==> src/rtl/wb_arbiter_pkg.sv <==
// Shared types and constants for the GPR write-back arbiter slice.
package wb_arb_pkg;

  localparam int unsigned WB_NUM_SRC = 8;
  localparam int unsigned WB_DATA_W  = 32;

  typedef logic [4:0] Gpr_index;

  typedef struct packed {
    Gpr_index               gpr;
    logic [WB_DATA_W-1:0]   data;
  } Wb_entry;

  function automatic int unsigned rr_next(input int unsigned g, input int unsigned n);
    return (g + 1 == n) ? 0 : g + 1;
  endfunction

endpackage

==> src/rtl/wb_arbiter_if.sv <==
// Result-bus and GPR write-port bundle between the functional units and the arbiter.
interface wb_arbiter_if
  import wb_arb_pkg::*;
#(
  parameter int unsigned NUM_SRC = WB_NUM_SRC,
  parameter int unsigned DATA_W  = WB_DATA_W
);

  logic [NUM_SRC-1:0]             src_valid;
  logic [NUM_SRC-1:0][4:0]        src_gpr;
  logic [NUM_SRC-1:0][DATA_W-1:0] src_data;
  logic [NUM_SRC-1:0]             src_ready;
  logic                           gpr_we;
  Gpr_index                       gpr_waddr;
  logic [DATA_W-1:0]              gpr_wdata;
  logic                           idle;

  modport slave (
    input  src_valid, src_gpr, src_data,
    output src_ready, gpr_we, gpr_waddr, gpr_wdata, idle
  );

  modport master (
    output src_valid, src_gpr, src_data,
    input  src_ready, gpr_we, gpr_waddr, gpr_wdata, idle
  );

endinterface

==> src/rtl/wb_arbiter_src_fifo.sv <==
// Per-source result FIFO holding {gpr, data} entries until the arbiter drains them.
module wb_src_fifo
  import wb_arb_pkg::*;
#(
  parameter int unsigned DEPTH  = 2,
  parameter int unsigned DATA_W = WB_DATA_W
) (
  input  logic              clk,
  input  logic              reset,
  input  logic              push,
  input  Gpr_index          push_gpr,
  input  logic [DATA_W-1:0] push_data,
  input  logic              pop,
  output Gpr_index          head_gpr,
  output logic [DATA_W-1:0] head_data,
  output logic              full,
  output logic              empty
);

  localparam int unsigned CNT_W = $clog2(DEPTH + 1);
  localparam int unsigned PTR_W = $clog2(DEPTH);

  Gpr_index          gpr_mem  [DEPTH];
  logic [DATA_W-1:0] data_mem [DEPTH];
  logic [PTR_W-1:0]  wr_ptr;
  logic [PTR_W-1:0]  rd_ptr;
  logic [CNT_W-1:0]  count;

  logic do_push;
  logic do_pop;

  assign full      = (count == CNT_W'(DEPTH));
  assign empty     = (count == '0);
  assign do_push   = push & ~full;
  assign do_pop    = pop & ~empty;
  assign head_gpr  = gpr_mem[rd_ptr];
  assign head_data = data_mem[rd_ptr];

  always_ff @(posedge clk) begin
    if (reset) begin
      wr_ptr <= '0;
      rd_ptr <= '0;
      count  <= '0;
    end else begin
      if (do_push) begin
        gpr_mem[wr_ptr]  <= push_gpr;
        data_mem[wr_ptr] <= push_data;
        wr_ptr           <= wr_ptr + 1'b1;
      end
      if (do_pop) rd_ptr <= rd_ptr + 1'b1;
      case ({do_push, do_pop})
        2'b10:   count <= count + 1'b1;
        2'b01:   count <= count - 1'b1;
        default: count <= count;
      endcase
    end
  end

endmodule

==> src/rtl/wb_arbiter.sv <==
// Buffers functional-unit results per source and drains them round-robin
// through the single registered GPR write port.
module wb_arbiter
  import wb_arb_pkg::*;
#(
  parameter int unsigned NUM_SRC = WB_NUM_SRC,
  parameter int unsigned DEPTH   = 2,
  parameter int unsigned DATA_W  = WB_DATA_W
) (
  input logic         clk,
  input logic         reset,
  wb_arbiter_if.slave bus
);

  localparam int unsigned PTR_W = (NUM_SRC > 1) ? $clog2(NUM_SRC) : 1;

  logic [NUM_SRC-1:0] full;
  logic [NUM_SRC-1:0] empty;
  logic [NUM_SRC-1:0] push;
  logic [NUM_SRC-1:0] pop;
  Gpr_index           head_gpr  [NUM_SRC];
  logic [DATA_W-1:0]  head_data [NUM_SRC];

  logic [PTR_W-1:0]   rr_ptr;
  logic [PTR_W-1:0]   grant_idx;
  logic               grant_any;

  logic               gpr_we_q;
  Gpr_index           gpr_waddr_q;
  logic [DATA_W-1:0]  gpr_wdata_q;

  // Readiness comes from the registered count only, so a full FIFO refuses
  // a push even in the cycle it is being popped.
  assign bus.src_ready = ~full & {NUM_SRC{~reset}};
  assign push          = bus.src_valid & bus.src_ready;

  for (genvar i = 0; i < NUM_SRC; i++) begin : g_fifo
    wb_src_fifo #(
      .DEPTH  (DEPTH),
      .DATA_W (DATA_W)
    ) u_fifo (
      .clk       (clk),
      .reset     (reset),
      .push      (push[i]),
      .push_gpr  (bus.src_gpr[i]),
      .push_data (bus.src_data[i]),
      .pop       (pop[i]),
      .head_gpr  (head_gpr[i]),
      .head_data (head_data[i]),
      .full      (full[i]),
      .empty     (empty[i])
    );
  end

  always_comb begin
    grant_any = 1'b0;
    grant_idx = rr_ptr;
    for (int unsigned k = 0; k < NUM_SRC; k++) begin
      int unsigned cand;
      cand = (32'(rr_ptr) + k) % NUM_SRC;
      if (!grant_any && !empty[cand]) begin
        grant_any = 1'b1;
        grant_idx = PTR_W'(cand);
      end
    end
  end

  always_comb begin
    pop            = '0;
    pop[grant_idx] = grant_any;
  end

  always_ff @(posedge clk) begin
    if (reset) begin
      rr_ptr      <= '0;
      gpr_we_q    <= 1'b0;
      gpr_waddr_q <= '0;
      gpr_wdata_q <= '0;
    end else if (grant_any) begin
      rr_ptr      <= PTR_W'(rr_next(32'(grant_idx), NUM_SRC));
      gpr_we_q    <= 1'b1;
      gpr_waddr_q <= head_gpr[grant_idx];
      gpr_wdata_q <= head_data[grant_idx];
    end else begin
      gpr_we_q    <= 1'b0;
    end
  end

  assign bus.gpr_we    = gpr_we_q;
  assign bus.gpr_waddr = gpr_waddr_q;
  assign bus.gpr_wdata = gpr_wdata_q;
  assign bus.idle      = (&empty) & ~gpr_we_q;

endmodule

==> src/flat_wrapper.sv <==
// flat-port wrapper written by rule: the top's interface ports become plain ports
module wb_arbiter_flat import wb_arb_pkg::*;
#(
  parameter int unsigned NUM_SRC = WB_NUM_SRC,
  parameter int unsigned DEPTH   = 2,
  parameter int unsigned DATA_W  = WB_DATA_W
)
  (clk, reset, bus_src_valid, bus_src_gpr, bus_src_data, bus_src_ready, bus_gpr_we, bus_gpr_waddr, bus_gpr_wdata, bus_idle);
  wb_arbiter_if #(.NUM_SRC(NUM_SRC), .DATA_W(DATA_W)) bus_i ();
  input logic clk;
  input logic reset;
  input wire logic [$bits(bus_i.src_valid)-1:0] bus_src_valid;
  input wire logic [$bits(bus_i.src_gpr)-1:0] bus_src_gpr;
  input wire logic [$bits(bus_i.src_data)-1:0] bus_src_data;
  output wire logic [$bits(bus_i.src_ready)-1:0] bus_src_ready;
  output wire logic [$bits(bus_i.gpr_we)-1:0] bus_gpr_we;
  output wire logic [$bits(bus_i.gpr_waddr)-1:0] bus_gpr_waddr;
  output wire logic [$bits(bus_i.gpr_wdata)-1:0] bus_gpr_wdata;
  output wire logic [$bits(bus_i.idle)-1:0] bus_idle;
  assign bus_i.src_valid = bus_src_valid;
  assign bus_i.src_gpr = bus_src_gpr;
  assign bus_i.src_data = bus_src_data;
  assign bus_src_ready = bus_i.src_ready;
  assign bus_gpr_we = bus_i.gpr_we;
  assign bus_gpr_waddr = bus_i.gpr_waddr;
  assign bus_gpr_wdata = bus_i.gpr_wdata;
  assign bus_idle = bus_i.idle;
  wb_arbiter #(.NUM_SRC(NUM_SRC), .DEPTH(DEPTH), .DATA_W(DATA_W)) u_core (.clk(clk), .reset(reset), .bus(bus_i));
endmodule
==> config.mk <==
export PLATFORM = sky130hd
export DESIGN_NAME = wb_arbiter_flat
export DESIGN_NICKNAME = d
export VERILOG_FILES = /design/src/rtl/wb_arbiter_pkg.sv /design/src/rtl/wb_arbiter_if.sv /design/src/rtl/wb_arbiter_src_fifo.sv /design/src/rtl/wb_arbiter.sv /design/src/flat_wrapper.sv
export SDC_FILE = /design/constraint.sdc
export NUM_CORES = 1
export LEC_CHECK = 0
export CORE_MARGIN = 2
export CORE_UTILIZATION = 50
export DETAILED_ROUTE_END_ITERATION = 12
export PLACE_DENSITY = 0.73
export SYNTH_ARGS = -nofsm -noshare
export SYNTH_HDL_FRONTEND = slang
export SYNTH_SLANG_ARGS = --single-unit
==> constraint.sdc <==
create_clock -name clk -period 12.7 [get_ports clk]
set_input_delay 3.81 -clock clk [delete_from_list [all_inputs] [get_ports clk]]
set_output_delay 3.81 -clock clk [all_outputs]
set_load 0.02 [all_outputs]
; Word-level counts from Yosys, hierarchy flattened
; Memories as Yosys holds them, arrays and structs flattened. A register that Yosys moved wholly into a read port is not among the register bits.
; Cells that the tools add are included.
[word_totals]
reg_bits = 73
ram_bits = 592
input_bits = 306
output_inout_bits = 47
word_cells = 303
mem_count = 16
[memory_table]
columns = memory, words, word_bits, read_ports, rd_ports_with_merged_regs, wr, line
row1 = u_core.g_fifo[0].u_fifo.data_mem, 2, 32, 1, 1, 1, wb_arbiter_src_fifo.sv:24  ; logic [DATA_W-1:0] data_mem [DEPTH];
row2 = u_core.g_fifo[1].u_fifo.data_mem, 2, 32, 1, 1, 1, wb_arbiter_src_fifo.sv:24
row3 = u_core.g_fifo[2].u_fifo.data_mem, 2, 32, 1, 1, 1, wb_arbiter_src_fifo.sv:24
row4 = u_core.g_fifo[3].u_fifo.data_mem, 2, 32, 1, 1, 1, wb_arbiter_src_fifo.sv:24
row5 = u_core.g_fifo[4].u_fifo.data_mem, 2, 32, 1, 1, 1, wb_arbiter_src_fifo.sv:24
row6 = u_core.g_fifo[5].u_fifo.data_mem, 2, 32, 1, 1, 1, wb_arbiter_src_fifo.sv:24
row7 = +10 memories, --, --, --, --, --, --
[op_classes]
add_sub_neg = 40
order_cmp = 11
eq_ne = 25
n_mux = 105
n_bitwise = 40
n_reduce_logical = 38
[ops]
columns = cell, n
row1 = 32-bit binary-select mux with 3-bit select, 1
row2 = 1-bit 2-to-1 mux, 74
row3 = 32-bit 2-to-1 mux, 2
row4 = "3-bit by 4-bit less-than comparator with 1-bit output, second input constant", 9
row5 = "2-bit equality test, second input constant", 16
row6 = 2-bit one-hot mux with 2 select lines, 8
row7 = 8-bit AND, 3
row8 = 1-bit binary-select mux with 3-bit select, 8
row9 = 3-bit 2-to-1 mux, 8
row10 = 1-bit NOT, 18
row11 = 1-bit AND, 17
row12 = "1-bit adder, second input constant", 16
row13 = "2-bit by 1-bit adder with 2-bit output, second input constant", 8
row14 = "2-bit by 1-bit equality test with 1-bit output, second input constant", 8
row15 = 2-bit zero test, 8
row16 = 2-bit nonzero test, 8
row17 = "2-bit by 1-bit subtractor with 2-bit output, second input constant", 8
row18 = 5-bit binary-select mux with 3-bit select, 1
row19 = 1-bit zero test, 13
row20 = "3-bit adder, second input constant", 4
row21 = 5-bit 2-to-1 mux, 2
row22 = 1-bit logical AND, 8
row23 = 8-bit NOT, 1
row24 = 8-bit AND reduction, 1
row25 = 8 further kinds, 9

; Logic depth before layout (Yosys ltp)
[depth]
ltp_word = 32
depth_mapped = 16
ltp_nobuf = 14

; Cells and area by module
; From an unflattened synthesis, not the netlist that was laid out.
[unflattened]
cells_unflattened = 1733
hier_area_um2 = 28091.9
[by_module_without_submodules]
columns = module, n_inst, cells_per_inst, area_per_inst_um2, seq_area_each_um2
row1 = wb_src_fifo, 8, 140, 2881.5, 2322.2
row2 = wb_arbiter, 1, 613, 5039.8, 820.8

; Worst setup path after synthesis
; Ideal clock, no wire load.
[synth_path]
kind = in2out
start = input port reset
end = output port bus_src_ready[0]
t_arrival_ns = 4.400
t_required_ns = 8.890
slack_ns = 4.490
path_stages = 2
path_buffers = 1
cell_sequence = clkbuf_1 > a21oi_1
[synth_between]
elab_chain_cells = 2
[synth_rtl]
columns = element, line
row1 = start: declaration, flat_wrapper.sv:11  ; input logic reset;
row2 = 1-bit NOT, wb_arbiter.sv:34  ; assign bus.src_ready = ~full & {NUM_SRC{~reset}};
row3 = 8-bit AND, wb_arbiter.sv:34
row4 = end: declaration, flat_wrapper.sv:15  ; output wire logic [$bits(bus_i.src_ready)-1:0] bus_src_ready;
; No other way between the ends.

; Worst setup path after layout
[layout_path]
start = input port reset
end = output port bus_src_ready[4]
; The elaborated chain is that of the path after synthesis.

==> report_table.html <==
<table>
<tr><th>Metric</th><th>Value</th></tr>
<tr><th colspan="2">GRT</th></tr>
<tr><td>Wire length of the first global-routing pass</td><td>approximately 110000 µm</td></tr>
<tr><td>Initial antenna violation count</td><td>14</td></tr>
<tr><td>Vias in the first global route</td><td>between 15000 and 20000</td></tr>
<tr><td>Pin count of the biggest net entering global routing</td><td>86</td></tr>
<tr><td>Overall track demand over capacity in global routing</td><td>26.3%</td></tr>
<tr><td>Aggregate global routing overflow</td><td>0</td></tr>
<tr><th colspan="2">Synthesis</th></tr>
<tr><td>Cell area after technology mapping</td><td>about 27000 µm²</td></tr>
<tr><td>Post-Syn Instances</td><td>between 1500 and 2000</td></tr>
<tr><td>Post-synthesis register bit count</td><td>between 600 and 700</td></tr>
<tr><td>Predominant post-synthesis flop cell</td><td>sky130_fd_sc_hd__edfxtp_1</td></tr>
<tr><td>Number of library cell types mapped by synthesis</td><td>roughly 70</td></tr>
<tr><td>Total number of yosys warnings</td><td>0</td></tr>
<tr><td>Sequential element share of the synthesized area</td><td>70.6%</td></tr>
<tr><td>Post-Synthesis Mean Instance Area</td><td>about 15 µm²</td></tr>
<tr><td>Area fraction of the dominant cell type after synthesis</td><td>approximately two thirds</td></tr>
<tr><td>Total nets after synthesis</td><td>2155</td></tr>
<tr><td>Async set-reset flop share out of synthesis</td><td>0%</td></tr>
<tr><td>Cell type with the highest aggregate area in the netlist</td><td>sky130_fd_sc_hd__edfxtp_1</td></tr>
<tr><td>Largest cells by area after synthesis</td><td>sky130_fd_sc_hd__edfxtp_1 65%, sky130_fd_sc_hd__a211oi_1 7.4%, sky130_fd_sc_hd__dfxtp_1 5.9%, sky130_fd_sc_hd__mux2i_1 5.5%, sky130_fd_sc_hd__nor2b_1 3.2%</td></tr>
<tr><td>Number of enable flip-flop cells after synthesis</td><td>592</td></tr>
<tr><th colspan="2">Placement</th></tr>
<tr><td>Quantity of I/O buffers inserted on ports</td><td>roughly 350</td></tr>
<tr><td>Placed Area</td><td>around 32000 µm²</td></tr>
<tr><td>Worst Setup Slack post-DPL</td><td>3.55 ns</td></tr>
<tr><td>Final weighted congestion in routability-driven placement</td><td>a little under 0.9</td></tr>
<tr><td>DP Wirelength</td><td>just over 50000 µm</td></tr>
<tr><th colspan="2">Clock network</th></tr>
<tr><td>Sink count of the clock tree</td><td>around 670</td></tr>
<tr><td>Post-CTS setup repair buffer count</td><td>0</td></tr>
<tr><td>Num CTS Buffers</td><td>68</td></tr>
<tr><td>H-Tree Depth</td><td>3</td></tr>
<tr><td>Register clock-pin slew on the reported worst setup and hold paths</td><td>0.06 ns</td></tr>
<tr><td>Root buffer cell</td><td>sky130_fd_sc_hd__clkbuf_16</td></tr>
<tr><td>Resized cells post-CTS</td><td>0</td></tr>
<tr><td>Post-cts hold buffer count</td><td>0</td></tr>
<tr><td>Max Buffers Root-to-Sink</td><td>3</td></tr>
<tr><td>Skew-Pair Late Insertion Delay</td><td>roughly 0.6 ns</td></tr>
<tr><td>TritonCTS clock tree</td><td>yes</td></tr>
<tr><th colspan="2">Timing</th></tr>
<tr><td>Final Setup Violations</td><td>0</td></tr>
<tr><td>Unrepaired setup endpoints after global routing</td><td>false</td></tr>
<tr><td>Fmax achieved</td><td>0.109 GHz</td></tr>
<tr><td>Hold slack final</td><td>approximately 0.47 ns</td></tr>
<tr><td>Worst Clk Skew</td><td>approximately 0.038 ns</td></tr>
<tr><td>Slew margin rel.</td><td>about a quarter</td></tr>
<tr><td>Final TNS setup</td><td>0 ns</td></tr>
<tr><td>Count of endpoints failing hold in the final timing report</td><td>0</td></tr>
<tr><td>Post-route fraction of the period consumed by the critical path</td><td>72.2%</td></tr>
<tr><td>Final worst slack</td><td>between 3 and 4 ns</td></tr>
<tr><td>Fin crit period</td><td>roughly 9.2 ns</td></tr>
<tr><td>Final Max Slew Viols</td><td>0</td></tr>
<tr><td>Actual slew at the worst max-slew pin</td><td>1.10 ns</td></tr>
<tr><th colspan="2">Final layout</th></tr>
<tr><td>P&amp;R area growth vs syn</td><td>23.0%</td></tr>
<tr><td>Post-route cell area</td><td>between 30000 and 40000 µm²</td></tr>
<tr><td>Ratio of cells with drive above 1 in the final layout</td><td>a little under a tenth</td></tr>
<tr><td>Post-layout net count</td><td>2481</td></tr>
<tr><td>Final core utilization</td><td>a little over three fifths</td></tr>
<tr><th colspan="2">Route</th></tr>
<tr><td>Antenna violation net count after detailed routing</td><td>0</td></tr>
<tr><td>Number of remaining DRC errors</td><td>0</td></tr>
<tr><td>Routed len/inst</td><td>~26 µm</td></tr>
<tr><td>Count of routing violations after the opening detailed-route iteration</td><td>~1400</td></tr>
<tr><td>Via total after detailed routing</td><td>17200</td></tr>
<tr><td>DR pass1 iterations</td><td>7</td></tr>
<tr><td>Aggregate routed wire length</td><td>approximately 75000 µm</td></tr>
<tr><td>Drt via density</td><td>just under 6</td></tr>
<tr><th colspan="2">Pwr</th></tr>
<tr><td>Lkg Pwr</td><td>10.9 nW</td></tr>
<tr><td>Worst-case vdd ir drop</td><td>about 0.35 mV</td></tr>
<tr><td>Total power density per cell area</td><td>about 300 nW/µm²</td></tr>
<tr><th colspan="2">Hold path</th></tr>
<tr><td>Hold path cells</td><td>2</td></tr>
<tr><td>Hold EP</td><td>u_core.bus.gpr_wdata[19]</td></tr>
<tr><td>Min-delay src</td><td>u_core.bus.gpr_wdata[19]</td></tr>
<tr><td>Path class of the lowest-slack min-delay path</td><td>reg2reg</td></tr>
<tr><th colspan="2">Worst setup path</th></tr>
<tr><td>Critical path data required time</td><td>approximately 8.9 ns</td></tr>
<tr><td>Slack of the worst reg-to-reg path</td><td>about 6.5 ns</td></tr>
<tr><td>Reg2Reg Capture Point</td><td>u_core.bus.gpr_wdata[9]</td></tr>
<tr><td>Largest fanout on the critical path</td><td>38</td></tr>
<tr><td>R2r worst-path depth</td><td>13</td></tr>
<tr><td>Startpoint class of the critical path</td><td>primary input</td></tr>
<tr><td>Endpoint arrival time on the critical path</td><td>between 5 and 6 ns</td></tr>
<tr><td>Sequence of cells on the critical path</td><td>buf_2, buf_4, a21oi_1, clkdlybuf4s50_1</td></tr>
<tr><td>Crit. End Element</td><td>output port</td></tr>
<tr><td>Class of the most critical setup path</td><td>in2out</td></tr>
<tr><td>Crit path largest cell delay</td><td>between 0.5 and 0.6 ns</td></tr>
<tr><td>Slowest cell on the critical path</td><td>sky130_fd_sc_hd__clkdlybuf4s50_1</td></tr>
<tr><td>Critical register-to-register path startpoint</td><td>u_core.rr_ptr[1]</td></tr>
<tr><th colspan="2">Flow run</th></tr>
<tr><td>Max-cap check violation count</td><td>0</td></tr>
<tr><th colspan="2">Floorplan</th></tr>
<tr><td>Floorplan die width</td><td>238 µm</td></tr>
<tr><td>Placeable core region</td><td>54000 µm²</td></tr>
<tr><td>Initial Util</td><td>~51%</td></tr>
<tr><td>Rows</td><td>85</td></tr>
<tr><td>Overall die height</td><td>around 240 µm</td></tr>
<tr><td>Top-level I/O count</td><td>between 300 and 400</td></tr>
<tr><td>Die outline area</td><td>between 50000 and 60000 µm²</td></tr>
<tr><th colspan="2">Outcome</th></tr>
<tr><td>Result of the run</td><td>finished, final reports clean</td></tr>
</table>
==> layer usage <==
layer	GRT usage [%]	wire (µm)	vias up
li1	-	-	7862
met1	32.5	29000	8613
met2	45.8	38300	594
met3	5.43	4950	146
met4	9.73	2540	14
met5	0	83	-
==> metrics by stage <==
stage	power (mW)	instances
floorplan	6.43	1839
global placement	8.11	2791
detailed placement	8.22	2791
CTS	10.2	2908
global route	10.7	2913
finish	10.1	2915
==> state kept, by name, summed over array words and instances (netlist names), named ones only <==
signal and count:
u_core.g_fifo.u_fifo.rd_ptr 8, u_core.bus.gpr_waddr 5, u_core.g_fifo.u_fifo.wr_ptr 8, u_core.bus.gpr_wdata 32, u_core.rr_ptr 3, u_core.g_fifo.u_fifo.count 16, u_core.bus.gpr_we 1, u_core.g_fifo.u_fifo.data_mem 512
u_core.g_fifo.u_fifo.gpr_mem 80
==> report_power, final <==
group,internal (mW),switching [mW]
registers,2.66,0.134
logic,1.75,3.59
clock network,1.12,0.817
==> cell usage in the layout (no fill, tap or decap), types with 5 or more instances in the layout <==
master	instances
sky130_fd_sc_hd__a211oi_1	270
sky130_fd_sc_hd__clkbuf_8	6
sky130_fd_sc_hd__o21ai_0	75
sky130_fd_sc_hd__nor4_1	5
sky130_fd_sc_hd__clkinv_2	11
sky130_fd_sc_hd__nor3_2	9
sky130_fd_sc_hd__o211a_1	5
sky130_fd_sc_hd__nor2_4	9
sky130_fd_sc_hd__nand2_1	54
sky130_fd_sc_hd__clkbuf_16	71
sky130_fd_sc_hd__ha_1	10
sky130_fd_sc_hd__clkinv_1	8
sky130_fd_sc_hd__diode_2	7
sky130_fd_sc_hd__o21ai_1	8
sky130_fd_sc_hd__clkdlybuf4s50_1	351
sky130_fd_sc_hd__or2_1	7
sky130_fd_sc_hd__edfxtp_1	592
sky130_fd_sc_hd__or3_1	8
sky130_fd_sc_hd__mux2_2	14
sky130_fd_sc_hd__dfxtp_1	73
sky130_fd_sc_hd__buf_4	26
sky130_fd_sc_hd__xor2_1	18
sky130_fd_sc_hd__nand3_1	35
sky130_fd_sc_hd__mux4_2	8
sky130_fd_sc_hd__nor2_1	55
sky130_fd_sc_hd__clkbuf_1	14
sky130_fd_sc_hd__nand4_1	6
sky130_fd_sc_hd__a221oi_1	10
sky130_fd_sc_hd__xnor2_1	20
sky130_fd_sc_hd__dfxtp_2	8
sky130_fd_sc_hd__inv_1	11
sky130_fd_sc_hd__a21oi_1	30
sky130_fd_sc_hd__and3_2	8
sky130_fd_sc_hd__mux2i_1	150
sky130_fd_sc_hd__nor2b_1	141
==> worst max-delay path: cells and delay by family <==
family / cells / cell delay, ns
AOI/OAI and AO/OA: 1 / 0.15
buffers and inverters: 3 / 1.37
==> final cells by class <==
type / count / area (µm²)
antenna: 7 / 17.5
clock buffer: 91 / 1910
clock inverter: 26 / 218
fill: 3956 / 20200
inverter: 12 / 45.0
multi-input combinational: 1032 / 7610
sequential: 673 / 19400
tap: 696 / 871
timing repair buffer: 378 / 3710
==> how the worst max path moves through the flow <==
stage                     cells past startpoint  start  slack, ns          endpoint
after global placement                        4  reset       3.60  bus_src_ready[4]
after floorplan                               2  reset       4.49  bus_src_ready[0]
after detailed placement                      4  reset       3.55  bus_src_ready[4]
after CTS                                     4  reset       3.54  bus_src_ready[4]
final                                         4  reset       3.53  bus_src_ready[4]
after global routing                          4  reset       3.43  bus_src_ready[4]
==> kinds of logic after synthesis <==
kind of cell / synth area share (%)
and+or+nand+nor: 7.60
adders and majority gates: 0.455
buffers and inverters: 2.06
xor gates and xnor gates: 1.21
AOI/OAI and AO/OA: 11.2
DFF: 70.6
muxes: 6.88
==> cells in the mapped netlist, types with 20 or more instances <==
| master | instances |
|---|---|
| sky130_fd_sc_hd__edfxtp_1 | 592 |
| sky130_fd_sc_hd__a211oi_1 | 270 |
| sky130_fd_sc_hd__mux2i_1 | 150 |
| sky130_fd_sc_hd__nor2b_1 | 141 |
| sky130_fd_sc_hd__dfxtp_1 | 81 |
| sky130_fd_sc_hd__o21ai_0 | 75 |
| sky130_fd_sc_hd__clkbuf_1 | 74 |
| sky130_fd_sc_hd__nor2_1 | 65 |
| sky130_fd_sc_hd__nand2_1 | 55 |
| sky130_fd_sc_hd__nand3_1 | 35 |
| sky130_fd_sc_hd__buf_2 | 33 |
| sky130_fd_sc_hd__a21oi_1 | 30 |
| sky130_fd_sc_hd__xnor2_1 | 20 |
Power figures use the tool's default switching activity.
